$ cat config.mk
export PLATFORM = sky130hd
export DESIGN_NAME = present_effect_manager_flat
export DESIGN_NICKNAME = d
export VERILOG_FILES = /design/src/rtl/present_pkg.sv /design/src/rtl/present_effect_manager_if.sv /design/src/rtl/effect_timer.sv /design/src/rtl/present_effect_manager.sv /design/src/flat_wrapper.sv
export SDC_FILE = /design/constraint.sdc
export NUM_CORES = 1
export LEC_CHECK = 0
export BUFFER_PORTS_ARGS = -buffer_cell sky130_fd_sc_hd__buf_4
export CELL_PAD_IN_SITES_DETAIL_PLACEMENT = 1
export CELL_PAD_IN_SITES_GLOBAL_PLACEMENT = 1
export CORE_MARGIN = 2
export CORE_UTILIZATION = 29
export DETAILED_ROUTE_END_ITERATION = 10
export HOLD_SLACK_MARGIN = 0.06
export PLACE_DENSITY_LB_ADDON = 0.1
export SLEW_MARGIN = 10
export SYNTH_ARGS = -nofsm -noshare
export SYNTH_HDL_FRONTEND = slang
export SYNTH_SLANG_ARGS = --single-unit
$ cat constraint.sdc
create_clock -name clk -period 2.5 [get_ports clk]
set_clock_uncertainty 0.1 [all_clocks]
set_input_delay 0.625 -clock clk [delete_from_list [all_inputs] [get_ports clk]]
set_output_delay 0.625 -clock clk [all_outputs]
set_load 0.01 [all_outputs]
$ cat src/rtl/present_pkg.sv
// Shared types and constants for the presents subsystem.
package present_pkg;

  typedef enum logic [1:0] {
    PRESENT_LIFE   = 2'd0,
    PRESENT_FREEZE = 2'd1,
    PRESENT_SHIELD = 2'd2,
    PRESENT_ROPE   = 2'd3
  } present_type_t;

  localparam int unsigned EFFECT_TIMER_W = 10;
  localparam int unsigned FRAME_RATE     = 60;

endpackage

$ cat src/rtl/present_effect_manager_if.sv
// Bundle between the presents controller / game logic and the effect manager.
interface present_effect_manager_if;
  import present_pkg::*;

  logic          startOfFrame;
  logic          gameActive;
  logic          col_present;
  present_type_t present_type;
  logic          addLife;
  logic          freezeBalls;
  logic          shieldActive;
  logic          fastRope;
  logic          effectWarning;

  // Game-side driver of the frame strobe, game state and pickup events.
  modport master (
    output startOfFrame,
    output gameActive,
    output col_present,
    output present_type,
    input  addLife,
    input  freezeBalls,
    input  shieldActive,
    input  fastRope,
    input  effectWarning
  );

  // The effect manager itself.
  modport slave (
    input  startOfFrame,
    input  gameActive,
    input  col_present,
    input  present_type,
    output addLife,
    output freezeBalls,
    output shieldActive,
    output fastRope,
    output effectWarning
  );

endinterface

$ cat src/rtl/effect_timer.sv
// Frame-counted effect timer: clear > load > tick > hold, saturating at 0.
module effect_timer
  import present_pkg::*;
#(
  parameter int unsigned LOAD_VAL = 1,
  parameter int unsigned WARN_VAL = 0
) (
  input  logic clk,
  input  logic resetN,
  input  logic clear,
  input  logic load,
  input  logic tick,
  output logic active,
  output logic warn
);

  localparam logic [EFFECT_TIMER_W-1:0] LoadCnt = EFFECT_TIMER_W'(LOAD_VAL);
  localparam logic [EFFECT_TIMER_W-1:0] WarnCnt = EFFECT_TIMER_W'(WARN_VAL);

  logic [EFFECT_TIMER_W-1:0] count_q, count_d;
  logic                      active_q, active_d;
  logic                      warn_q, warn_d;

  // Next count by priority; flags derive from the next count so they stay aligned with it.
  always_comb begin
    count_d = count_q;
    if (clear) begin
      count_d = '0;
    end else if (load) begin
      count_d = LoadCnt;
    end else if (tick && (count_q != '0)) begin
      count_d = count_q - 1'b1;
    end
    active_d = (count_d != '0);
    warn_d   = active_d && (count_d <= WarnCnt);
  end

  // Count and flag registers.
  always_ff @(posedge clk or negedge resetN) begin
    if (!resetN) begin
      count_q  <= '0;
      active_q <= 1'b0;
      warn_q   <= 1'b0;
    end else begin
      count_q  <= count_d;
      active_q <= active_d;
      warn_q   <= warn_d;
    end
  end

  assign active = active_q;
  assign warn   = warn_q;

endmodule

$ cat src/rtl/present_effect_manager.sv
// Turns present pickups into an extra-life pulse or frame-timed power-ups.
module present_effect_manager
  import present_pkg::*;
#(
  parameter int unsigned FREEZE_FRAMES = 180,
  parameter int unsigned SHIELD_FRAMES = 300,
  parameter int unsigned ROPE_FRAMES   = 240,
  parameter int unsigned WARN_FRAMES   = 60
) (
  input logic                     clk,
  input logic                     resetN,
  present_effect_manager_if.slave bus
);

  logic col_prev_q;
  logic add_life_q, add_life_d;
  logic collect;
  logic clear;
  logic load_freeze, load_shield, load_rope;
  logic warn_freeze, warn_shield, warn_rope;

  // A pickup is a rising edge of the overlap while a level is in play.
  always_comb begin
    collect     = bus.col_present && !col_prev_q && bus.gameActive;
    clear       = !bus.gameActive;
    add_life_d  = collect && (bus.present_type == PRESENT_LIFE);
    load_freeze = collect && (bus.present_type == PRESENT_FREEZE);
    load_shield = collect && (bus.present_type == PRESENT_SHIELD);
    load_rope   = collect && (bus.present_type == PRESENT_ROPE);
  end

  // Edge-detect history (tracks even while the game is inactive) and life pulse.
  always_ff @(posedge clk or negedge resetN) begin
    if (!resetN) begin
      col_prev_q <= 1'b0;
      add_life_q <= 1'b0;
    end else begin
      col_prev_q <= bus.col_present;
      add_life_q <= add_life_d;
    end
  end

  effect_timer #(
    .LOAD_VAL (FREEZE_FRAMES),
    .WARN_VAL (WARN_FRAMES)
  ) u_freeze (
    .clk    (clk),
    .resetN (resetN),
    .clear  (clear),
    .load   (load_freeze),
    .tick   (bus.startOfFrame),
    .active (bus.freezeBalls),
    .warn   (warn_freeze)
  );

  effect_timer #(
    .LOAD_VAL (SHIELD_FRAMES),
    .WARN_VAL (WARN_FRAMES)
  ) u_shield (
    .clk    (clk),
    .resetN (resetN),
    .clear  (clear),
    .load   (load_shield),
    .tick   (bus.startOfFrame),
    .active (bus.shieldActive),
    .warn   (warn_shield)
  );

  effect_timer #(
    .LOAD_VAL (ROPE_FRAMES),
    .WARN_VAL (WARN_FRAMES)
  ) u_rope (
    .clk    (clk),
    .resetN (resetN),
    .clear  (clear),
    .load   (load_rope),
    .tick   (bus.startOfFrame),
    .active (bus.fastRope),
    .warn   (warn_rope)
  );

  assign bus.addLife       = add_life_q;
  assign bus.effectWarning = warn_freeze || warn_shield || warn_rope;

endmodule

$ cat src/flat_wrapper.sv
// flat-port wrapper written by rule: the top's interface ports become plain ports
module present_effect_manager_flat import present_pkg::*;
#(
  parameter int unsigned FREEZE_FRAMES = 180,
  parameter int unsigned SHIELD_FRAMES = 300,
  parameter int unsigned ROPE_FRAMES   = 240,
  parameter int unsigned WARN_FRAMES   = 60
)
  (clk, resetN, bus_startOfFrame, bus_gameActive, bus_col_present, bus_present_type, bus_addLife, bus_freezeBalls, bus_shieldActive, bus_fastRope, bus_effectWarning);
  present_effect_manager_if bus_i ();
  input logic clk;
  input logic resetN;
  input wire logic [$bits(bus_i.startOfFrame)-1:0] bus_startOfFrame;
  input wire logic [$bits(bus_i.gameActive)-1:0] bus_gameActive;
  input wire logic [$bits(bus_i.col_present)-1:0] bus_col_present;
  input wire logic [$bits(bus_i.present_type)-1:0] bus_present_type;
  output wire logic [$bits(bus_i.addLife)-1:0] bus_addLife;
  output wire logic [$bits(bus_i.freezeBalls)-1:0] bus_freezeBalls;
  output wire logic [$bits(bus_i.shieldActive)-1:0] bus_shieldActive;
  output wire logic [$bits(bus_i.fastRope)-1:0] bus_fastRope;
  output wire logic [$bits(bus_i.effectWarning)-1:0] bus_effectWarning;
  assign bus_i.startOfFrame = bus_startOfFrame;
  assign bus_i.gameActive = bus_gameActive;
  assign bus_i.col_present = bus_col_present;
  assign bus_i.present_type = bus_present_type;
  assign bus_addLife = bus_i.addLife;
  assign bus_freezeBalls = bus_i.freezeBalls;
  assign bus_shieldActive = bus_i.shieldActive;
  assign bus_fastRope = bus_i.fastRope;
  assign bus_effectWarning = bus_i.effectWarning;
  present_effect_manager #(.FREEZE_FRAMES(FREEZE_FRAMES), .SHIELD_FRAMES(SHIELD_FRAMES), .ROPE_FRAMES(ROPE_FRAMES), .WARN_FRAMES(WARN_FRAMES)) u_core (.clk(clk), .resetN(resetN), .bus(bus_i));
endmodule
==> metrics <==
Slew HR 65.3%; DIE HEIGHT 92 um; fraction of registers with async set/reset 100%; P&R area growth vs syn 37.1%; CTS root buf clkbuf_8; startpoint types register; TritonCTS Sinks 38; number of max-cap violations 0; antenna violations before repair 0; Psw 2020 uW; Tmin final 2.36 ns; final wirelength 6700 um; CTS Buffer Depth 2; Post-synth EDFFs 0; remaining global-route overflow 0; vias in the first global route 2185; clk_lat worst skew 0.29 ns; Power Total 4890 uW; Hold Crit Class primary input to async pin; Antenna Diode Count 0; Final Slew Violations 0; combinational power share 67.4%; hold_ws 0.212 ns; num ports 12; Seq pwr share 21.9%; vias per cell 5.03; CP Data Required Time 2.57 ns; Synth top area share 42.3%; Clock power frac 10.7%; CTS H-tree lvls 2; GRT Total Usage 16.7%; row count 32; number of buffers created by CTS 5; die area 8460 um^2; number of unique standard cell types used by synthesis 53; fmax 0.423 GHz; TritonCTS clock tree built; P per Cell Area 1590 nW/um^2; cell area after layout 3080 um^2; RePlAce Congestion 0.829; maximum fanout along the worst path 7; global-route wire length before repair 11100 um; fin crit share 94.5%; register area share after synthesis 42.3%; final hold vios 0; Die X 92 um; DPL Wire Length 5200 um; Post-Syn Area 2250 um^2; I/O Buffers 11; Placed Instance Area 2860 um^2; Remaining DRCs 0; core box area 7610 um^2; Synth Area per Inst 9.40 um^2; leading area contributor after synthesis dfrtp_1; Sw Share 41.3%; dominant synthesized flop cell dfrtp_1; largest net degree at the start of global routing 39; total leakage power 0.00139 uW; First-pass DRT Iterations 4; Synth area leaders dfrtp_1 42%, nor2_1 4.8%, mux2i_1 3.1%, nor4b_1 2.7%, xnor2_1 2.7%; Antenna Nets Post-Route 0; R2R Setup Slk 0.14 ns; Finished Core Util 40.5%; Worst Tran Pin Value 0.520 ns; layout cells sized above 1 32.3%; Routed WL per cell 16.3 um; syn nets 249; Synth Register Bits 38; # nets final 319; peak supply drop 528 uV; crit path DAT 2.43 ns; cts hold-fix bufs 0; Fillers 890; Via Count 2074; Internal 2870 uW; Worst Setup End Kind register; CTS clk-pin slew, worst paths 0.08 ns; Initial Util 29.5%; RSZ-0062 raised after global routing yes; Synth Instances 239; Ys Warns 0; outcome finished clean; First DRT Iteration DRCs 69; Finish-stage setup viols 0; Crit Path Class register to register
power groups by stage:
stage	combinational (uW)	sequential (uW)	clock, uW
finish	3290	1070	522
CTS	3110	1070	545
detailed placement	3090	1070	0
floorplan	1710	1090	0
global placement	3050	1070	0
global route	3660	1110	578
cell usage after synthesis (all sizes together) (3+ instances only):
master   n
dfrtp   38
nor2    29
nand2   16
inv     14
nor4    11
a21oi    9
nor3     8
mux2i    7
nor4b    7
xnor2    7
nor2b    6
o31ai    6
a211oi   5
nand3    5
o21ai    5
nand2b   4
o211ai   4
or4      4
xor2     4
a31oi    3
and2     3
clkbuf   3
ha       3
or3      3
stage by stage:
stage / setup slack [ns] / setup TNS, ns / instances
2_1_floorplan: 0.00694 / 0 / 239
3_3_place_gp: -0.0978 / -0.229 / 403
3_5_place_dp: -0.118 / -0.275 / 403
4_1_cts: 0.00404 / 0 / 411
5_1_grt: -0.0248 / -0.0319 / 412
6_report: 0.137 / 0 / 412
worst max-delay path, cell delays in order, from the launching register on:
cell	delay (ns)
dfrtp_1	0.38
buf_4	0.17
nor4_2	0.33
a211oi_1	0.12
a211o_1	0.29
or4_1	0.48
a211oi_2	0.27
nand2_1	0.10
placed cells by master (no fill, tap or decap), drive strengths merged, types with 3 or more instances in the layout:
cell type  synthesis  final
buf                2     68
dfrtp             38     38
nor2              29     29
nand2             16     16
inv               14     14
nor4              11     11
a21oi              9      9
nor3               8      8
xnor2              7      7
mux2i              7      7
nor4b              7      7
nor2b              6      6
o31ai              6      6
nand3              5      5
clkbuf             3      5
a211oi             5      5
o21ai              5      5
nand2b             4      4
o211ai             4      4
xor2               4      4
or4                4      4
and2               3      3
or3                3      3
a31oi              3      3
ha                 3      3
cell type report:
type,instances,area [um^2],area share (%)
timing repair buffer,68,510,16.6
inverter,14,52.6,1.71
tap,102,128,4.14
multi-input combinational,182,1330,43.2
sequential,38,951,30.9
clock inverter,3,40.0,1.30
clock buffer,5,68.8,2.23
sequential cells by signal, indices dropped and copies added (netlist names):
register,cells
u_core.u_freeze.active,1
u_core.u_rope.count_q,10
u_core.u_freeze.count_q,10
u_core.u_shield.active,1
u_core.bus.addLife,1
u_core.col_prev_q,1
u_core.u_rope.warn,1
u_core.u_shield.count_q,10
u_core.u_shield.warn,1
u_core.u_freeze.warn,1
u_core.u_rope.active,1
kinds of logic (layout without fill, tap and decap cells):
group	Yosys count	count (layout)	synth area share [%]
multiplexers	8	8	3.62
XOR/XNOR	11	11	4.29
buffers and inverters	19	90	3.40
AO/OA/AOI/OAI	50	50	16.9
flip-flops	38	38	42.3
adder cells (fa/ha/maj)	3	3	1.67
AND/OR/NAND/NOR	110	110	27.7
path summary, 6_finish.rpt:
kind | from | end | cells after the start
max | u_core.u_freeze.count_q[3]$_DFF_PN0_ | u_core.u_freeze.active$_DFF_PN0_ | 7
min | resetN | u_core.u_shield.count_q[3]$_DFF_PN0_ | 1
max reg2reg | u_core.u_freeze.count_q[3]$_DFF_PN0_ | u_core.u_freeze.active$_DFF_PN0_ | 7
min reg2reg | u_core.col_prev_q$_DFF_PN0_ | u_core.bus.addLife$_DFF_PN0_ | 2
max in group asynchronous | resetN | u_core.col_prev_q$_DFF_PN0_ | 1
min in group clk | bus_col_present | u_core.col_prev_q$_DFF_PN0_ | 1
per-layer routing:
layer	global-route usage, %	vias to the layer above	share of wire [%]
li1	-	1027	-
met1	23.2	1021	50
met2	26.7	20	47
met3	2.63	6	1.8
met4	5.60	0	1.2
met5	0	-	0
timing repair:
item                       CTS  global route
buffers inserted             0             1
gates resized for setup      0            17
setup endpoints to repair    0             6
No activity file was read; power rests on OpenSTA's default activity.
